File: src/rtl/acq_sched_pkg.sv
// acq_sched_pkg: shared types and constants for the acquisition scheduler
package acq_sched_pkg;
    typedef enum logic [1:0] {IDLE, WAIT_PERIOD, ACQUIRE, DRAIN} state_t;
    typedef logic bank_t;
    localparam int TIMEOUT_MARGIN = 16;
    localparam int BANK_COUNT = 2;
    localparam int TO_W = 12;
endpackage

File: src/rtl/acq_period_timer.sv
// acq_period_timer: loadable down-counter, ticks while enabled at zero, clears when idle
module acq_period_timer #(
    parameter int W = 24
) (
    input  logic         clk,
    input  logic         rstn,
    input  logic         load_i,
    input  logic [W-1:0] load_val_i,
    input  logic         en_i,
    output logic         tick_o
);
    logic [W-1:0] cnt_q, cnt_d;
    assign tick_o = en_i && cnt_q == '0;
    always_comb cnt_d = load_i ? load_val_i : !en_i ? '0 : cnt_q - 1'b1;
    always_ff @(posedge clk) cnt_q <= !rstn ? '0 : cnt_d;
endmodule

File: src/rtl/acquisition_scheduler.sv
// acquisition_scheduler: periodic window trigger, ping-pong bank tracking and Goertzel dispatch
module acquisition_scheduler
    import acq_sched_pkg::*;
#(
    parameter int P_PERIOD_W = 24,
    parameter int P_CNT_W    = 16
) (
    input  logic                  clk,
    input  logic                  rstn,
    input  logic                  i_enable,
    input  logic [9:0]            i10_window_length,
    input  logic [P_PERIOD_W-1:0] i_period,
    input  logic                  i_acq_done,
    input  logic                  i_proc_done,
    output logic                  o_acquire_window,
    output logic                  o_wr_bank,
    output logic                  o_proc_start,
    output logic                  o_proc_bank,
    output logic                  o_busy,
    output logic                  o_irq,
    output logic                  o_overrun,
    output logic                  o_timeout,
    output logic                  o_cfg_error,
    output logic [P_CNT_W-1:0]    o_window_count,
    output logic [P_CNT_W-1:0]    o_overrun_count
);
    state_t state_q;
    logic en_q, acq_win_q, start_q, eng_busy_q, overrun_q, timeout_q, cfg_err_q;
    bank_t wr_bank_q, wr_bank_d, proc_bank_q, proc_bank_d;
    logic [BANK_COUNT-1:0] full_q, full_d;
    logic [P_CNT_W-1:0] win_cnt_q, ovr_cnt_q;
    logic per_tick, to_tick, cfg_ok, per_load, trig, skip, acq_ok, start_d;

    acq_period_timer #(.W(P_PERIOD_W)) u_period (
        .clk(clk), .rstn(rstn), .load_i(per_load), .load_val_i(i_period - 1'b1),
        .en_i(state_q == WAIT_PERIOD || state_q == ACQUIRE), .tick_o(per_tick)
    );

    acq_period_timer #(.W(TO_W)) u_timeout (
        .clk(clk), .rstn(rstn), .load_i(trig),
        .load_val_i(TO_W'({i10_window_length, 1'b0}) + TO_W'(TIMEOUT_MARGIN - 1)),
        .en_i(state_q == ACQUIRE), .tick_o(to_tick)
    );

    always_comb begin
        cfg_ok = |i10_window_length && |i_period;
        per_load = (state_q == IDLE && i_enable && cfg_ok) || per_tick;
        trig = state_q == WAIT_PERIOD && i_enable && per_tick && !full_q[wr_bank_q];
        skip = per_tick && (state_q == ACQUIRE || (state_q == WAIT_PERIOD && i_enable && full_q[wr_bank_q]));
        acq_ok = state_q == ACQUIRE && i_acq_done;
        wr_bank_d = wr_bank_q ^ acq_ok;
        full_d = full_q;
        if (acq_ok) full_d[wr_bank_q] = 1'b1;
        if (eng_busy_q && i_proc_done) full_d[proc_bank_q] = 1'b0;
        start_d = !eng_busy_q && |full_d;
        // with both banks full the write pointer has wrapped onto the older one
        proc_bank_d = &full_d ? wr_bank_d : full_d[1];
    end

    always_ff @(posedge clk) begin
        if (!rstn) begin
            state_q <= IDLE;
            {en_q, acq_win_q, start_q, eng_busy_q, overrun_q, timeout_q, cfg_err_q} <= '0;
            {wr_bank_q, proc_bank_q} <= '0;
            full_q <= '0;
            win_cnt_q <= '0;
            ovr_cnt_q <= '0;
        end else begin
            en_q <= i_enable;
            acq_win_q <= trig;
            full_q <= full_d;
            start_q <= start_d;
            eng_busy_q <= start_d || (eng_busy_q && !i_proc_done);
            if (start_d) proc_bank_q <= proc_bank_d;
            if (i_enable && !en_q) {overrun_q, timeout_q, cfg_err_q} <= '0;
            if (skip) begin
                overrun_q <= 1'b1;
                ovr_cnt_q <= ovr_cnt_q + P_CNT_W'(!(&ovr_cnt_q));
            end
            case (state_q)
                IDLE: if (i_enable) begin
                    if (cfg_ok) state_q <= WAIT_PERIOD;
                    else cfg_err_q <= 1'b1;
                end
                WAIT_PERIOD: state_q <= !i_enable ? DRAIN : trig ? ACQUIRE : WAIT_PERIOD;
                ACQUIRE: if (i_acq_done || to_tick) begin
                    state_q <= i_enable ? WAIT_PERIOD : DRAIN;
                    if (i_acq_done) begin
                        win_cnt_q <= win_cnt_q + 1'b1;
                        wr_bank_q <= wr_bank_d;
                    end else timeout_q <= 1'b1;
                end
                DRAIN: if (!eng_busy_q && ~|full_q) state_q <= IDLE;
                default: state_q <= IDLE;
            endcase
        end
    end

    assign o_acquire_window = acq_win_q;
    assign o_wr_bank = wr_bank_q;
    assign o_proc_start = start_q;
    assign o_irq = start_q;
    assign o_proc_bank = proc_bank_q;
    assign o_busy = state_q != IDLE;
    assign o_overrun = overrun_q;
    assign o_timeout = timeout_q;
    assign o_cfg_error = cfg_err_q;
    assign o_window_count = win_cnt_q;
    assign o_overrun_count = ovr_cnt_q;
endmodule

File: config.mk
export PLATFORM = sky130hd
export DESIGN_NAME = acquisition_scheduler
export DESIGN_NICKNAME = d
export VERILOG_FILES = /design/src/rtl/acq_sched_pkg.sv /design/src/rtl/acq_period_timer.sv /design/src/rtl/acquisition_scheduler.sv
export SDC_FILE = /design/constraint.sdc
export NUM_CORES = 1
export LEC_CHECK = 0
export BUFFER_PORTS_ARGS = -buffer_cell sky130_fd_sc_hd__buf_2
export CORE_UTILIZATION = 57
export DETAILED_ROUTE_END_ITERATION = 7
export PLACE_DENSITY = 0.8
export SYNTH_ARGS = -nofsm -noshare
export SYNTH_HDL_FRONTEND = slang
export SYNTH_SLANG_ARGS = --single-unit
File: constraint.sdc
create_clock -name clk -period 3.5 [get_ports clk]
set_clock_uncertainty 0.1 [all_clocks]
set_input_delay 0.175 -clock clk [delete_from_list [all_inputs] [get_ports clk]]
set_output_delay 0.175 -clock clk [all_outputs]
set_load 0.02 [all_outputs]
==> Word-level counts from Yosys, hierarchy flattened <==
Index checks and enable logic that the tools add are counted.
{ "totals": {"in_bits": 39, "register_bits": 81, "word_cells": 109} }
{ "classes": {"reduce_logical": 42, "eq_ne": 7, "n_bitwise": 4, "addsub": 6, "n_mux": 31, "magnitude_cmp": 4} }
{ "ops": {"columns": ["op", "n"], "rows": [
  ["2-to-1 mux 24 bit", 2],
  ["subtractor 24 x 1 -> 24 bit, second input constant", 2],
  ["zero test 24 bit", 1],
  ["2-to-1 mux 12 bit", 2],
  ["OR reduction 24 bit", 1],
  ["logical AND 1 bit", 18],
  ["2-to-1 mux 2 bit", 9],
  ["adder 16 x 1 -> 16 bit", 1],
  ["adder 16 x 1 -> 16 bit, second input constant", 1],
  ["AND reduction 16 bit", 1],
  ["2-to-1 mux 1 bit", 15],
  ["adder 11 x 4 -> 12 bit, second input constant", 1],
  ["zero test 12 bit", 1],
  ["subtractor 12 x 1 -> 12 bit, second input constant", 1],
  ["OR reduction 10 bit", 1],
  ["!= test 2 bit, second input constant", 4],
  ["case mux 2 bit (4 select lines)", 1],
  ["zero test 1 bit", 6],
  ["logical OR 1 bit", 5],
  ["== test 2 bit, second input constant", 2],
  ["< comparator 1 x 2 -> 1 bit, second input constant", 2],
  ["AND reduction 4 bit", 1],
  ["nonzero test 2 bit", 2],
  ["OR reduction 2 bit", 2],
  ["other kinds (10)", 12]
]} }

==> Depth between registers and ports, before layout <==
Gate-level depths: netlist of run 1.
{ "logic_depth": {"depth_word": 11, "ltp_mapped": 10} }

==> Hierarchy <==
Synthesis of run 1 repeated with hierarchy kept, for this count alone.
{ "unflattened": {"hier_cells": 582, "area_unflattened_um2": 4719.5} }
{ "by_module_without_submodules": {"columns": ["mod", "cells_per_inst", "area_each_um2", "instances"], "rows": [
  ["acquisition_scheduler", 348, 2751.4, 1],
  ["acq_period_timer at u_period", 159, 1307.5, 1],
  ["acq_period_timer at u_timeout", 75, 660.6, 1]
]} }

==> Least setup slack after synthesis of run 1 <==
No wires, ideal clock.
{ "synth_timing": {"kind": "flip-flop to flip-flop", "from": "reg u_period.cnt_q[16]", "to": "reg ovr_cnt_q[15] (netlist: o_overrun_count[15])", "setup_slack_ns": 0.641, "synth_period_minus_slack_ns": 2.859, "path_stages_with_launch": 9, "path_buffers": 3, "setup_ns": 0.070, "t_arrival_ns": 2.688, "path_cell_list": "dfxtp_1 buf_6 or4_4 or3_1 buf_2 or4b_4 buf_6 or4_1 a21oi_1"} }
{ "synth_via": {"elab_chain_len": 3} }
{ "synth_lines": {"columns": ["element", "line_no", "text"], "rows": [
  ["start, declared", "acq_period_timer.sv:12", "logic [W-1:0] cnt_q, cnt_d;"],
  ["start signal, assigned", "acq_period_timer.sv:15", "always_ff @(posedge clk) cnt_q <= !rstn ? '0 : cnt_d;"],
  ["zero test 24 bit", "acq_period_timer.sv:13", "assign tick_o = en_i && cnt_q == '0;"],
  ["logical AND 1 bit", "acq_period_timer.sv:13", null],
  ["logical AND 1 bit", "acquisition_scheduler.sv:49", "skip = per_tick && (state_q == ACQUIRE || (state_q == WAIT_PERIOD && i_enable && full_q[wr_bank_q]));"],
  ["end signal, assigned", "acquisition_scheduler.sv:78", "ovr_cnt_q <= ovr_cnt_q + P_CNT_W'(!(&ovr_cnt_q));"],
  ["end, declared", "acquisition_scheduler.sv:31", "logic [P_CNT_W-1:0] win_cnt_q, ovr_cnt_q;"]
]} }
Every way passes these cells.
A chain may end at the register's enable or synchronous reset.

==> Final worst setup path of run 1 <==
Ends and elaborated chain as after synthesis.

==> results of run 1 <==
[worst paths after layout]
path / slack, ns / cells past startpoint / endpoint / startpoint
worst min-delay path: 0.04 / 3 / u_timeout.cnt_q[3]$_SDFF_PN0_ / i10_window_length[2]
worst min register to register: 0.37 / 2 / o_overrun$_SDFFE_PN0P_ / o_overrun$_SDFFE_PN0P_
worst max-delay path: 0.48 / 5 / o_overrun_count[15]$_SDFFE_PN0P_ / u_period.cnt_q[16]$_SDFF_PN0_
worst max register to register: 0.48 / 5 / o_overrun_count[15]$_SDFFE_PN0P_ / u_period.cnt_q[16]$_SDFF_PN0_
[power by group]
group | switching (µW) | internal [µW]
registers | 49.3 | 965
clock network | 365 | 285
logic | 309 | 223
total | 723 | 1470
[metrics by stage]
stage	utilization (%)	power (µW)	instances	setup slack (ns)	hold WS [ns]
2_1_floorplan	-	1400	613	0.641	0.191
3_3_place_gp	65.3	1530	775	0.541	0.304
3_5_place_dp	65.3	1550	775	0.498	0.315
4_1_cts	67.8	2190	793	0.491	0.0416
5_1_grt	67.8	2300	793	0.315	0.0491
6_report	67.8	2200	793	0.485	0.0425
[sequential cells by signal, summed over array words and instances, names as in the netlist, 2 cells and up]
register,count
state_q,2
o_window_count,16
o_overrun_count,16
full_q,2
u_period.cnt_q,24
u_timeout.cnt_q,12
[layout by cell type (no fill, tap or decap), drive strengths merged, types with 6 or more instances in the layout]
cell type	n
nor2	45
or3	10
nand3	29
nand2b	9
a21oi	42
clkbuf	10
o21ai	15
o31a	9
ha	15
and4	6
dfxtp	81
nand2	50
nor3	17
nand4	17
xor2	20
o31ai	15
o21a	9
nor4	27
mux2i	6
o211ai	7
xnor2	34
a211oi	25
inv	24
or4	21
buf	95
nand3b	8
[critical path, delay by kind of cell (launching register included)]
kind	cells	cell delay [ns]
compound gates	1	0.14
flops	1	0.38
simple gates	4	2.32
[repair_timing]
action                    CTS  global route
hold endpoints to repair    2             0
resized for setup           0             0
hold buffers                2             0
[routing by layer]
layer  part of all wire [%]  vias up  global-route usage [%]
met3                    5.1       15                    3.27
met2                     49      164                    48.8
met1                     45     2242                    36.2
met5                      0        -                       0
li1                       -     2418                       -
met4                    1.3        0                    8.08
[cell type report]
| type | instances | area, µm² | share of cell area, % |
|---|---|---|---|
| Timing Repair Buffer | 97 | 536 | 9.51 |
| Clock buffer | 10 | 138 | 2.44 |
| Inverter | 22 | 82.6 | 1.47 |
| Clock inverter | 6 | 50.0 | 0.889 |
| Tap cell | 105 | 131 | 2.33 |
| Multi-Input combinational cell | 472 | 3070 | 54.5 |
| Sequential cell | 81 | 1620 | 28.8 |
[logic make-up after synthesis]
logic type,Yosys count,share of synthesized area [%]
buf+inv,60,4.99
mux,7,1.44
xor+xnor,54,9.58
compound gates,141,19.3
simple gates,255,28.0
flops,81,32.8
fa+ha+maj,15,3.80
[synthesized netlist by cell type, drive strengths merged, types with 2 or more instances]
cell and count:
a21o 3, nand4 17, o21ai 15, a311oi 3, nor3b 2, xnor2 34
nand4b 2, o311a 2, o211a 2, a21oi 42, nor3 17, inv 22
dfxtp 81, clkbuf 30, o31ai 15, or3 10, o21a 9, a211oi 25
nand2b 9, nand3b 8, buf 8, nand2 50, nor4 27, nor2 45
nand3 29, or4 21, and2 3, o221a 2, mux2i 6, o31a 9
and4 6, ha 15, nor4b 3, o211ai 7, xor2 20, a22oi 3
==> results.py, run 1 <==
metrics = {
    "synthesis": {
        "syn_inst": 613,
        "synth_edf_count": 0,
        "synth_area_leaders": "dfxtp_1 (33%), xnor2_1 (6.0%), a21oi_1 (4.3%)",
        "syn_area_um2": 4940,
        "synthFlopType": "dfxtp_1",
        "syn_avg_cell_area_um2": 8.06,
        "synth_top_area_share_pct": 32.8,
        "yosysWarnings": 0,
        "ys_async_sr_fraction_pct": 0,
        "synth_top_cell_by_area": "dfxtp_1",
        "syn_nets": 667,
        "synth.distinct_cells": 52,
        "ys_seq_elements": 81,
        "yosysSeqAreaShare_pct": 32.8,
    },
    "timing": {
        "setup_viol": 0,
        "fmax_ghz": 0.332,
        "setup-tns-final_ns": 0,
        "worstMarginPinSlew_ns": 0.777,
        "post-route-period-util_pct": 86.1,
        "hold_violations": 0,
        "rsz0062_at_grt": "no",
        "slew_viol_final": 0,
        "min_period_ns": 3.02,
        "slew_headroom_pct": 48.1,
    },
    "worst_setup_path": {
        "cp-start-kind": "register",
        "worstPathMaxFanout": 29,
        "cp_slowest_cell": "or4b_4",
        "cpPeakStageDelay_ns": 0.74,
        "cp_cell_sequence": "or4_4 > or3_1 > or4b_4 > or4_1 > a21oi_1",
        "end_kind": "register",
        "crit_arrival_ns": 3.21,
        "path_class": "register to register",
        "worst_ep_required_time_ns": 3.69,
    },
    "final_layout": {
        "drive_above_1_share_pct": 17.2,
        "final_cell_area_um2": 5630,
        "diodes": 0,
        "area_delta_synth_final_pct": 14.0,
        "layout.nets": 737,
        "fillers": 665,
    },
    "route": {
        "vias": 4839,
        "wl_um": 12300,
        "drtIter0Drc": 276,
        "via_per_inst": 6.10,
        "first_pass_iters": 6,
        "wl_per_cell_um": 15.6,
        "ant_nets": 0,
        "drc": 0,
    },
    "place": {
        "place.detailed.hpwl_um": 8730,
        "port_buffers": 79,
        "gp_congestion": 0.856,
        "place_area_um2": 5420,
    },
    "power": {
        "ir_drop_mv": 0.209,
        "p_per_area_nw_per_um2": 390,
        "p_leak_uw": 0.00211,
    },
    "clock_tree": {
        "cts_tree": "done",
        "clk_pin_slew_worst_paths_ns": 0.10,
        "cts_made_buffers": 9,
        "cts_max_path_buffers": 2,
        "cts_root_buf": "clkbuf_8",
        "postCtsSetupRepairBufs": 0,
        "worstSkewPairLatency_ns": 0.36,
        "cts_max_level": 3,
        "cts_sinks": 81,
    },
    "die": {
        "die-area_um2": 9040,
        "die-width_um": 95.1,
        "core_area_um2": 8300,
        "rows": 33,
        "start_util_pct": 59.5,
        "io_pins": 80,
        "fp.dieH_um": 95.1,
    },
    "worst_hold_path": {
        "min_path_type": "primary input to register",
    },
    "global_route": {
        "overflow": 0,
        "grt_pass1_vias": 4485,
        "grt_util_all_layers_pct": 28.0,
        "grt_max_degree": 46,
        "antenna_found_initial": 0,
        "grt_pass1_wl_um": 20400,
    },
    "status": {
        "outcome": "finished clean",
    },
    "run": {
        "cap_violations": 0,
    },
}
No activity file was read; power rests on OpenSTA's default activity.
==> run 2: changes to the inputs <==
- ABC_CLOCK_PERIOD_IN_PS: default -> 3500
- REMOVE_ABC_BUFFERS: default -> 1
==> run 2 against run 1 <==
Against the previous run:
- design area up 1.3%
- setup slack worse by 0.012 ns
- via count fell by 1.6%
- critical path depth is the same
- worst hold slack got worse by 0.014 ns
- total power grew 14%
- die area is the same
- first-iteration DRC count shrank 30%
- sequential share of layout area down 0.36 points
==> results.py, run 2 (synthesized netlist as in run 1, its figures left out) <==
metrics = {
    "worst_setup_path": {
        "end_kind": "register",
        "cpPeakStageDelay_ns": 0.75,
        "path_class": "register to register",
        "crit_arrival_ns": 3.20,
        "worstPathMaxFanout": 29,
        "r2r_slack_ns": 0.47,
        "cp_cell_sequence": "or4_4 > or3_1 > or4b_4 > or4_1 > a21oi_1",
        "worst_ep_required_time_ns": 3.68,
        "cp-start-kind": "register",
        "cp_slowest_cell": "or4b_4",
    },
    "power": {
        "p_per_area_nw_per_um2": 440,
        "p_int_uw": 1820,
        "combPwrFrac_pct": 20.8,
        "total_power_uw": 2510,
        "ir_drop_mv": 0.243,
        "power_switching_uw": 686,
        "netSwitchingFraction_pct": 27.4,
        "power_frac_seq_pct": 40.4,
        "clkPwrFrac_pct": 38.9,
        "p_leak_uw": 0.00215,
    },
    "place": {
        "gp_congestion": 0.882,
        "place.detailed.hpwl_um": 8430,
        "place_area_um2": 5400,
        "dp.cells": 772,
        "port_buffers": 79,
    },
    "worst_hold_path": {
        "min_path_type": "primary input to register",
    },
    "die": {
        "core_area_um2": 8300,
        "start_util_pct": 59.5,
        "rows": 33,
        "fp.dieH_um": 95.1,
        "die-area_um2": 9040,
        "die-width_um": 95.1,
        "io_pins": 80,
    },
    "clock_tree": {
        "worstSkewPairLatency_ns": 0.35,
        "cts_max_level": 3,
        "cts_max_path_buffers": 2,
        "ctsHoldBuffers": 1,
        "clk_pin_slew_worst_paths_ns": 0.08,
        "ctsResizeCount": 0,
        "cts_tree": "done",
        "cts_root_buf": "clkbuf_8",
        "cts_sinks": 81,
        "cts_made_buffers": 9,
        "postCtsSetupRepairBufs": 0,
    },
    "global_route": {
        "grt_pass1_vias": 4444,
        "grt_util_all_layers_pct": 27.3,
        "grt_max_degree": 48,
        "grt_pass1_wl_um": 19700,
        "antenna_found_initial": 0,
        "overflow": 0,
    },
    "timing": {
        "min_period_ns": 3.03,
        "worstMarginPinSlew_ns": 0.809,
        "fmax_ghz": 0.330,
        "hold_violations": 0,
        "setup_viol": 0,
        "setup-tns-final_ns": 0,
        "slew_headroom_pct": 46.0,
        "rsz0062_at_grt": "no",
        "slew_viol_final": 0,
        "post-route-period-util_pct": 86.5,
    },
    "route": {
        "drtIter0Drc": 194,
        "vias": 4762,
        "wl_um": 11900,
        "wl_per_cell_um": 15.0,
        "drc": 0,
        "via_per_inst": 6.04,
        "ant_nets": 0,
        "first_pass_iters": 5,
    },
    "final_layout": {
        "area_delta_synth_final_pct": 15.4,
        "largest_reg_flops": 24,
        "fillers": 707,
        "fin_util_pct": 68.7,
        "drive_above_1_share_pct": 16.7,
        "final_cell_area_um2": 5700,
        "layout.nets": 733,
        "regMostFlops": "u_period.cnt_q",
        "final_common_cell": "dfxtp_1",
        "final_cell_mix": "dfxtp_1 (81), buf_2 (79), nand2_1 (50), nor2_1 (45), a21oi_1 (42)",
        "diodes": 0,
        "stdcell_count": 789,
    },
    "status": {
        "outcome": "finished clean",
    },
    "run": {
        "cap_violations": 0,
    },
}
-- run 2: final timing paths --
kind,cells after the start,startpoint,endpoint
setup / recovery,5,u_period.cnt_q[16]$_SDFF_PN0_,o_overrun_count[8]$_SDFFE_PN0P_
hold / removal,3,i_period[0],u_period.cnt_q[0]$_SDFF_PN0_
setup reg to reg,5,u_period.cnt_q[16]$_SDFF_PN0_,o_overrun_count[8]$_SDFFE_PN0P_
hold reg to reg,2,o_overrun$_SDFFE_PN0P_,o_overrun$_SDFFE_PN0P_
-- run 2: cell type report --
class	count	area, µm²	area share [%]
clock buffers	11	141	2.48
clock inverters	5	150	2.63
inverters	22	82.6	1.45
multi-input cells	472	3070	53.9
flip-flops and latches	81	1620	28.4
well taps	105	131	2.30
repair buffers	93	503	8.82
-- run 2: metal layers --
layer,GRT usage (%),wire (µm)
met2,46.5,5770
met3,3.51,500
met1,34.5,5420
met5,0,0
met4,11.5,173
-- run 2: per-stage QoR --
step,hold slack (ns),setup WS (ns)
after detailed placement,0.299,0.498
final,0.0286,0.472
after global routing,0.0460,0.383
after floorplan,0.191,0.493
after global placement,0.291,0.564
after CTS,0.0214,0.475
-- run 2: critical path, delay by kind of cell, from the launching register on --
kind	cells	cell delay, ns
compound gates	1	0.17
flops	1	0.38
simple gates	4	2.31
-- run 2: power groups by stage --
stage / Sequential [µW] / Combinational, µW / Clock [µW]
final: 1010 / 520 / 975
after global routing: 1020 / 573 / 1030
after CTS: 1010 / 514 / 980
after detailed placement: 1030 / 508 / 0
after global placement: 1030 / 495 / 0
after floorplan: 1020 / 354 / 0
